[config.mk]
export PLATFORM = sky130hd
export DESIGN_NAME = encoder_bank
export DESIGN_NICKNAME = d
export VERILOG_FILES = /design/src/rtl/encoder_pkg.sv /design/src/rtl/encoder_channel.sv /design/src/rtl/encoder_bank.sv
export SDC_FILE = /design/constraint.sdc
export NUM_CORES = 1
export LEC_CHECK = 0
export CORE_ASPECT_RATIO = 1.25
export CORE_UTILIZATION = 45
export DETAILED_ROUTE_END_ITERATION = 10
export PLACE_DENSITY = 0.74
export SETUP_SLACK_MARGIN = 0.1
export SYNTH_ARGS = -nofsm -noshare
export SYNTH_HDL_FRONTEND = slang
export SYNTH_HIERARCHICAL = 1
export SYNTH_SLANG_ARGS = --single-unit
[constraint.sdc]
create_clock -name clk -period 4.2 [get_ports clk]
set_input_delay 1.05 -clock clk [delete_from_list [all_inputs] [get_ports clk]]
set_output_delay 1.05 -clock clk [all_outputs]
set_load 0.02 [all_outputs]
[src/rtl/encoder_pkg.sv]
`default_nettype none
// ============================================================================
// Module      : encoder_pkg
// Description : Shared decode-mode constants and quadrature transition
//               classification for the encoder bank.
// Revision    : 1.0 - initial release
// ============================================================================
package encoder_pkg;

  localparam logic [1:0] ENC_X1 = 2'b00;
  localparam logic [1:0] ENC_X2 = 2'b01;
  localparam logic [1:0] ENC_X4 = 2'b10;

  typedef enum logic [1:0] {
    TR_NONE    = 2'd0,
    TR_UP      = 2'd1,
    TR_DOWN    = 2'd2,
    TR_ILLEGAL = 2'd3
  } trans_t;

  // Position of {A,B} along the CW sequence 00 -> 10 -> 11 -> 01
  function automatic logic [1:0] quad_index(input logic [1:0] ab);
    logic [1:0] idx;
    case (ab)
      2'b00:   idx = 2'd0;
      2'b10:   idx = 2'd1;
      2'b11:   idx = 2'd2;
      default: idx = 2'd3;
    endcase
    return idx;
  endfunction

  function automatic trans_t classify(input logic [1:0] prev, input logic [1:0] curr);
    logic [1:0] diff;
    trans_t     kind;
    diff = quad_index(curr) - quad_index(prev);
    case (diff)
      2'd0:    kind = TR_NONE;
      2'd1:    kind = TR_UP;
      2'd3:    kind = TR_DOWN;
      default: kind = TR_ILLEGAL;
    endcase
    return kind;
  endfunction

endpackage : encoder_pkg
`default_nettype wire

[src/rtl/encoder_channel.sv]
`default_nettype none
// ============================================================================
// Module      : encoder_channel
// Description : One quadrature channel: synchroniser, glitch filter, priming,
//               X1/X2/X4 decode, wrap/saturate counter and status flags.
// Revision    : 1.0 - initial release
// ============================================================================
module encoder_channel
  import encoder_pkg::*;
#(
  parameter int WIDTH         = 8,
  parameter int SYNC_STAGES   = 2,
  parameter int FILTER_CYCLES = 3
) (
  input  logic             clk,
  input  logic             reset_n,
  input  logic             a,
  input  logic             b,
  input  logic [1:0]       mode,
  input  logic             saturate,
  input  logic             clear,
  input  logic             error_clr,
  output logic [WIDTH-1:0] value,
  output logic             step,
  output logic             dir,
  output logic             error
);

  localparam int              FILL_W    = $clog2(SYNC_STAGES + 1);
  localparam logic [FILL_W-1:0] C_FILL_DONE = FILL_W'(SYNC_STAGES);
  localparam logic [WIDTH-1:0]  C_MAX       = {WIDTH{1'b1}};

  logic [SYNC_STAGES-1:0] r_sync_a;
  logic [SYNC_STAGES-1:0] r_sync_b;
  logic [FILL_W-1:0]      r_fill;
  logic                   r_primed;
  logic [1:0]             r_prev;
  logic [WIDTH-1:0]       r_value;
  logic                   r_step;
  logic                   r_dir;
  logic                   r_error;

  logic [1:0]       w_synced;
  logic [1:0]       w_accepted;
  logic             w_sync_valid;
  trans_t           w_trans;
  logic             w_count;
  logic             w_up;
  logic             w_illegal;
  logic [WIDTH-1:0] w_next_value;

  always_ff @(posedge clk or negedge reset_n) begin
    if (!reset_n) begin
      r_sync_a <= '0;
      r_sync_b <= '0;
    end else begin
      r_sync_a <= {r_sync_a[SYNC_STAGES-2:0], a};
      r_sync_b <= {r_sync_b[SYNC_STAGES-2:0], b};
    end
  end

  assign w_synced     = {r_sync_a[SYNC_STAGES-1], r_sync_b[SYNC_STAGES-1]};
  // Priming waits until the synchroniser holds real pin levels, so an idle 11
  // at power-up is loaded as the start state instead of seen as a 00->11 jump.
  assign w_sync_valid = (r_fill == C_FILL_DONE);

  always_ff @(posedge clk or negedge reset_n) begin
    if (!reset_n) begin
      r_fill <= '0;
    end else if (!w_sync_valid) begin
      r_fill <= r_fill + 1'b1;
    end
  end

  for (genvar p = 0; p < 2; p++) begin : g_pin
    if (FILTER_CYCLES == 0) begin : g_bypass
      assign w_accepted[p] = w_synced[p];
    end else begin : g_filter
      localparam int                CNT_W    = $clog2(FILTER_CYCLES + 1);
      localparam logic [CNT_W-1:0]  C_CNT_LAST = CNT_W'(FILTER_CYCLES - 1);
      logic             r_acc;
      logic [CNT_W-1:0] r_cnt;

      always_ff @(posedge clk or negedge reset_n) begin
        if (!reset_n) begin
          r_acc <= 1'b0;
          r_cnt <= '0;
        end else if (!r_primed) begin
          r_acc <= w_synced[p];
          r_cnt <= '0;
        end else if (w_synced[p] == r_acc) begin
          r_cnt <= '0;
        end else if (r_cnt == C_CNT_LAST) begin
          r_acc <= w_synced[p];
          r_cnt <= '0;
        end else begin
          r_cnt <= r_cnt + 1'b1;
        end
      end

      assign w_accepted[p] = r_acc;
    end
  end

  assign w_trans   = classify(r_prev, w_accepted);
  assign w_illegal = r_primed && (w_trans == TR_ILLEGAL);

  always_comb begin
    w_count = 1'b0;
    w_up    = (w_trans == TR_UP);
    if (r_primed && (w_trans == TR_UP || w_trans == TR_DOWN)) begin
      case (mode)
        ENC_X1:  w_count = w_up ? (r_prev == 2'b00 && w_accepted == 2'b10)
                                : (r_prev == 2'b10 && w_accepted == 2'b00);
        ENC_X2:  w_count = r_prev[1] ^ w_accepted[1];
        default: w_count = 1'b1;
      endcase
    end
  end

  always_comb begin
    w_next_value = r_value;
    if (w_up) begin
      if (!(saturate && r_value == C_MAX)) w_next_value = r_value + 1'b1;
    end else begin
      if (!(saturate && r_value == '0)) w_next_value = r_value - 1'b1;
    end
  end

  always_ff @(posedge clk or negedge reset_n) begin
    if (!reset_n) begin
      r_primed <= 1'b0;
      r_prev   <= 2'b00;
      r_value  <= '0;
      r_step   <= 1'b0;
      r_dir    <= 1'b0;
      r_error  <= 1'b0;
    end else begin
      if (!r_primed) begin
        r_primed <= w_sync_valid;
        r_prev   <= w_synced;
      end else begin
        r_prev <= w_accepted;
      end

      r_step <= w_count;
      if (w_count) r_dir <= w_up;

      if (clear) begin
        r_value <= '0;
      end else if (w_count) begin
        r_value <= w_next_value;
      end

      if (w_illegal) begin
        r_error <= 1'b1;
      end else if (error_clr) begin
        r_error <= 1'b0;
      end
    end
  end

  assign value = r_value;
  assign step  = r_step;
  assign dir   = r_dir;
  assign error = r_error;

endmodule : encoder_channel
`default_nettype wire

[src/rtl/encoder_bank.sv]
`default_nettype none
// ============================================================================
// Module      : encoder_bank
// Description : Multi-channel quadrature encoder front end; one independent
//               encoder_channel per channel, positions packed into value.
// Revision    : 1.0 - initial release
// ============================================================================
module encoder_bank
  import encoder_pkg::*;
#(
  parameter int CHANNELS      = 3,
  parameter int WIDTH         = 8,
  parameter int SYNC_STAGES   = 2,
  parameter int FILTER_CYCLES = 3
) (
  input  logic                      clk,
  input  logic                      reset_n,
  input  logic [CHANNELS-1:0]       a,
  input  logic [CHANNELS-1:0]       b,
  input  logic [1:0]                mode,
  input  logic                      saturate,
  input  logic [CHANNELS-1:0]       clear,
  input  logic [CHANNELS-1:0]       error_clr,
  output logic [CHANNELS*WIDTH-1:0] value,
  output logic [CHANNELS-1:0]       step,
  output logic [CHANNELS-1:0]       dir,
  output logic [CHANNELS-1:0]       error
);

  for (genvar i = 0; i < CHANNELS; i++) begin : g_ch
    encoder_channel #(
      .WIDTH         (WIDTH),
      .SYNC_STAGES   (SYNC_STAGES),
      .FILTER_CYCLES (FILTER_CYCLES)
    ) u_channel (
      .clk       (clk),
      .reset_n   (reset_n),
      .a         (a[i]),
      .b         (b[i]),
      .mode      (mode),
      .saturate  (saturate),
      .clear     (clear[i]),
      .error_clr (error_clr[i]),
      .value     (value[i*WIDTH +: WIDTH]),
      .step      (step[i]),
      .dir       (dir[i]),
      .error     (error[i])
    );
  end

endmodule : encoder_bank
`default_nettype wire

==> impl_metrics.env <==
export IMPL_hp_class="reg2reg"
export IMPL_cp_cell_sequence="inv_1 -> ha_1 -> inv_1 -> ha_1 -> xnor3_2 -> nand2_1 -> ha_1 -> a31oi_1 -> o21ai_2 -> o41a_1 -> or4_1 -> o2111ai_1"
export IMPL_crit_path_start_kind="flop"
export IMPL_fp_coreArea_um2=11100
export IMPL_setup_worst_path_end_class="flop"
export IMPL_synthCells=540
export IMPL_grt_pass1_vias=4244
export IMPL_violations="design-rule violations"
export IMPL_rsz_0062_raised_after_global_routing="no"
export IMPL_final_setup_tns_ns=0
export IMPL_critical_path_max_stage_delay_ns=0.50
export IMPL_post_drt_wl_per_cell_um=16.0
export IMPL_synth_async_sr_flop_share_pct=100
export IMPL_cts_post_setup_buffers_inserted=0
export IMPL_place_port_buffers=49
export IMPL_max_clock_path_buffers=2
export IMPL_area_growth_syn_to_layout_pct=17.1
export IMPL_timing_critical_path_from="g_ch[1].u_channel/g_pin[1].g_filter.r_acc$_DFFE_PN0P_"
export IMPL_timing_critical_path_fanout_max=9
export IMPL_grt_remaining_overflow=0
export IMPL_slew_limit_headroom_pct=35.7
export IMPL_floorplan_initialDensity_pct=46.3
export IMPL_ys_ff_latch=78
export IMPL_drc=12
export IMPL_nets=650
export IMPL_syn_area_per_cell_um2=9.54
export IMPL_timing_final_setup_violations=0
export IMPL_number_of_antenna_violations_at_the_first_check_in_global_routing=0
export IMPL_holdCritStartpoint="g_ch[2].u_channel/r_sync_b[0]$_DFF_PN0_"
export IMPL_synth_distinct_cells=53
export IMPL_layout_cell_area_non_filler_um2=6030
export IMPL_clock_tree_root_cell="sky130_fd_sc_hd__clkbuf_16"
export IMPL_row_count=43
export IMPL_worst_skew_pair_late_latency_ns=0.34
export IMPL_hpwlAfterDp_um=8380
export IMPL_post_route_period_util_pct=88.8
export IMPL_die_x_um=97.7
export IMPL_holdBufCountCts=0
export IMPL_mappedNetlistNets=605
export IMPL_arrival_ns=3.98
export IMPL_slew_limit_fails=0
export IMPL_die_area_um2=11900
export IMPL_grt_pass1_wl_um=20000
export IMPL_post_synth_instance_area_um2=5150
export IMPL_viasPerCell=5.98
export IMPL_cts_sinks=78
export IMPL_post_route_min_period_ns=3.73
export IMPL_ys_warn_count=6
export IMPL_drtIter0Drc=176
export IMPL_fillers=987
export IMPL_crit_path_max_delay_cell_type="sky130_fd_sc_hd__xnor3_2"
export IMPL_n_antenna_cell=0
export IMPL_cts_htree_levels=3
export IMPL_proportion_of_synthesized_chip_area_in_sequential_cells_pct=37.9
export IMPL_max_slew_worst_pin_slew_ns=0.964
export IMPL_routabilityCongestion=0.892
export IMPL_timing_worst_setup_path_type="reg2reg"
export IMPL_worstPathRequired_ns=4.45
export IMPL_critPathMostFrequentCell="sky130_fd_sc_hd__ha_1"
export IMPL_drtPass1Iterations=10
export IMPL_dpl_cell_area_um2=5740
export IMPL_route_final_wire_length_um=11600
export IMPL_vias_after_detailed_routing=4335
export IMPL_final_instance_count_excl_fill=725
export IMPL_ys_flop_type="sky130_fd_sc_hd__dfrtp_1"
export IMPL_status="finished, violations left"
export IMPL_tritoncts_clock_tree="done"
export IMPL_max_cap_viol_count=0
export IMPL_post_cts_resize_count=0
export IMPL_place_inst=709
export IMPL_top_level_ports=50
export IMPL_synth_edf_count=0
export IMPL_timing_rr_start="g_ch[1].u_channel/g_pin[1].g_filter.r_acc$_DFFE_PN0P_"
export IMPL_clk_transition_reported_paths_ns=0.06
export IMPL_fmaxAchievable_ghz=0.268
export IMPL_fin_skew_ns=0.00902
export IMPL_drive_above_1_share_pct=8.81
export IMPL_drtAntennaViolNets=0
export IMPL_combined_global_route_utilization_of_all_metal_layers_pct=21.1
export IMPL_hold_viol_final=0
export IMPL_cts_buffers_inserted=9
export IMPL_die_height_um=122
export IMPL_grt_max_degree=79
==> cell usage after synthesis, drive strengths merged, types with 7 or more instances <==
| cell | count | area share [%] |
|---|---|---|
| ha | 48 | 12 |
| inv | 40 | 2.9 |
| o21ai | 51 | 5.1 |
| buf | 8 | 0.80 |
| nor3 | 21 | 2.0 |
| a21oi | 33 | 3.2 |
| dfrtp | 78 | 38 |
| a31oi | 9 | 1.1 |
| clkbuf | 7 | 0.51 |
| nand3 | 21 | 2.0 |
| xor2 | 9 | 1.5 |
| nand4 | 18 | 2.2 |
| nor2 | 42 | 3.2 |
| xnor2 | 12 | 2.0 |
| nand2 | 30 | 2.8 |
| mux2 | 9 | 2.0 |
==> critical path, delay by kind of cell (launching register included) <==
family / cells / cell delay [ns]
xor+xnor: 1 / 0.50
flops: 1 / 0.45
simple gates: 2 / 0.88
buf+inv: 2 / 0.17
fa+ha+maj: 3 / 0.90
compound gates: 4 / 0.74
==> cells by family (layout without fill, tap and decap cells) <==
logic type	after synthesis	in the layout	share of synthesized area (%)
and+or+nand+nor	174	174	18.4
AOI/OAI and AO/OA	144	144	18.2
DFF	78	78	37.9
buffers and inverters	57	107	4.90
adders and majority gates	48	48	11.7
xor gates and xnor gates	27	27	6.41
muxes	12	12	2.55
==> cell type report <==
type                       instances  area (um^2)  area share (%)
clock buffer                      12          236            3.92
clock inverter                     4         55.1           0.912
sequential                        78         1950            32.3
multi-input combinational        405         2950            48.9
tap                              135          169            2.80
timing repair buffer              49          488            8.09
inverter                          42          185            3.07
==> registers in the layout, summed over array words and instances, names as in the netlist <==
register and cells:
g_ch.u_channel/g_pin.g_filter.r_acc 6, g_ch.u_channel/step 3, g_ch.u_channel/r_sync_a 6, g_ch.u_channel/r_prev 6
g_ch.u_channel/value 24, g_ch.u_channel/r_sync_b 6, g_ch.u_channel/error 3, g_ch.u_channel/dir 3
g_ch.u_channel/g_pin.g_filter.r_cnt 12, g_ch.u_channel/r_fill 6, g_ch.u_channel/r_primed 3
==> cell usage in the layout (no fill, tap or decap), types with 9 or more instances in the layout <==
master | Yosys | layout
sky130_fd_sc_hd__clkdlybuf4s50_1 | 0 | 48
sky130_fd_sc_hd__a31oi_1 | 9 | 9
sky130_fd_sc_hd__inv_1 | 36 | 36
sky130_fd_sc_hd__o21ai_1 | 21 | 21
sky130_fd_sc_hd__xor2_1 | 9 | 9
sky130_fd_sc_hd__clkbuf_16 | 0 | 9
sky130_fd_sc_hd__o21ai_0 | 28 | 28
sky130_fd_sc_hd__xnor2_1 | 12 | 12
sky130_fd_sc_hd__nor3_1 | 21 | 21
sky130_fd_sc_hd__nor2_1 | 39 | 39
sky130_fd_sc_hd__nand4_1 | 18 | 18
sky130_fd_sc_hd__ha_1 | 48 | 48
sky130_fd_sc_hd__dfrtp_1 | 78 | 78
sky130_fd_sc_hd__a21oi_1 | 33 | 33
sky130_fd_sc_hd__nand3_1 | 21 | 21
sky130_fd_sc_hd__nand2_1 | 28 | 28
==> worst paths after layout <==
check / depth (start not counted) / slack (ns) / to
max: 12 / 0.47 / g_ch[1].u_channel/value[7]$_DFFE_PN0P_
min: 0 / 0.35 / g_ch[2].u_channel/r_sync_b[1]$_DFF_PN0_
max reg2reg: 12 / 0.47 / g_ch[1].u_channel/value[7]$_DFFE_PN0P_
min reg2reg: 0 / 0.35 / g_ch[2].u_channel/r_sync_b[1]$_DFF_PN0_
max in group asynchronous: 1 / 2.70 / g_ch[2].u_channel/step$_DFF_PN0_
min in group asynchronous: 1 / 0.86 / g_ch[0].u_channel/r_fill[0]$_DFFE_PN0N_
==> metrics by stage <==
step	hold WS (ns)	util, %	setup WS, ns
floorplan	0.331	-	0.816
global placement	0.336	51.6	0.632
detailed placement	0.339	51.6	0.486
CTS	0.351	54.2	0.457
global route	0.353	54.2	0.222
finish	0.346	54.2	0.469
==> per-layer routing <==
metal | track usage (%) | wire length [um] | up-vias | share of wire (%)
met2 | 37.5 | 5900 | 124 | 51
met1 | 25.1 | 5000 | 2092 | 43
met4 | 9.09 | 245 | 0 | 2.1
li1 | - | - | 2097 | -
met5 | 0 | 0 | - | 0
met3 | 3.79 | 475 | 22 | 4.1
Power is not shown: default switching activity piles up to over one toggle a cycle in this logic, so the estimate is an artifact.
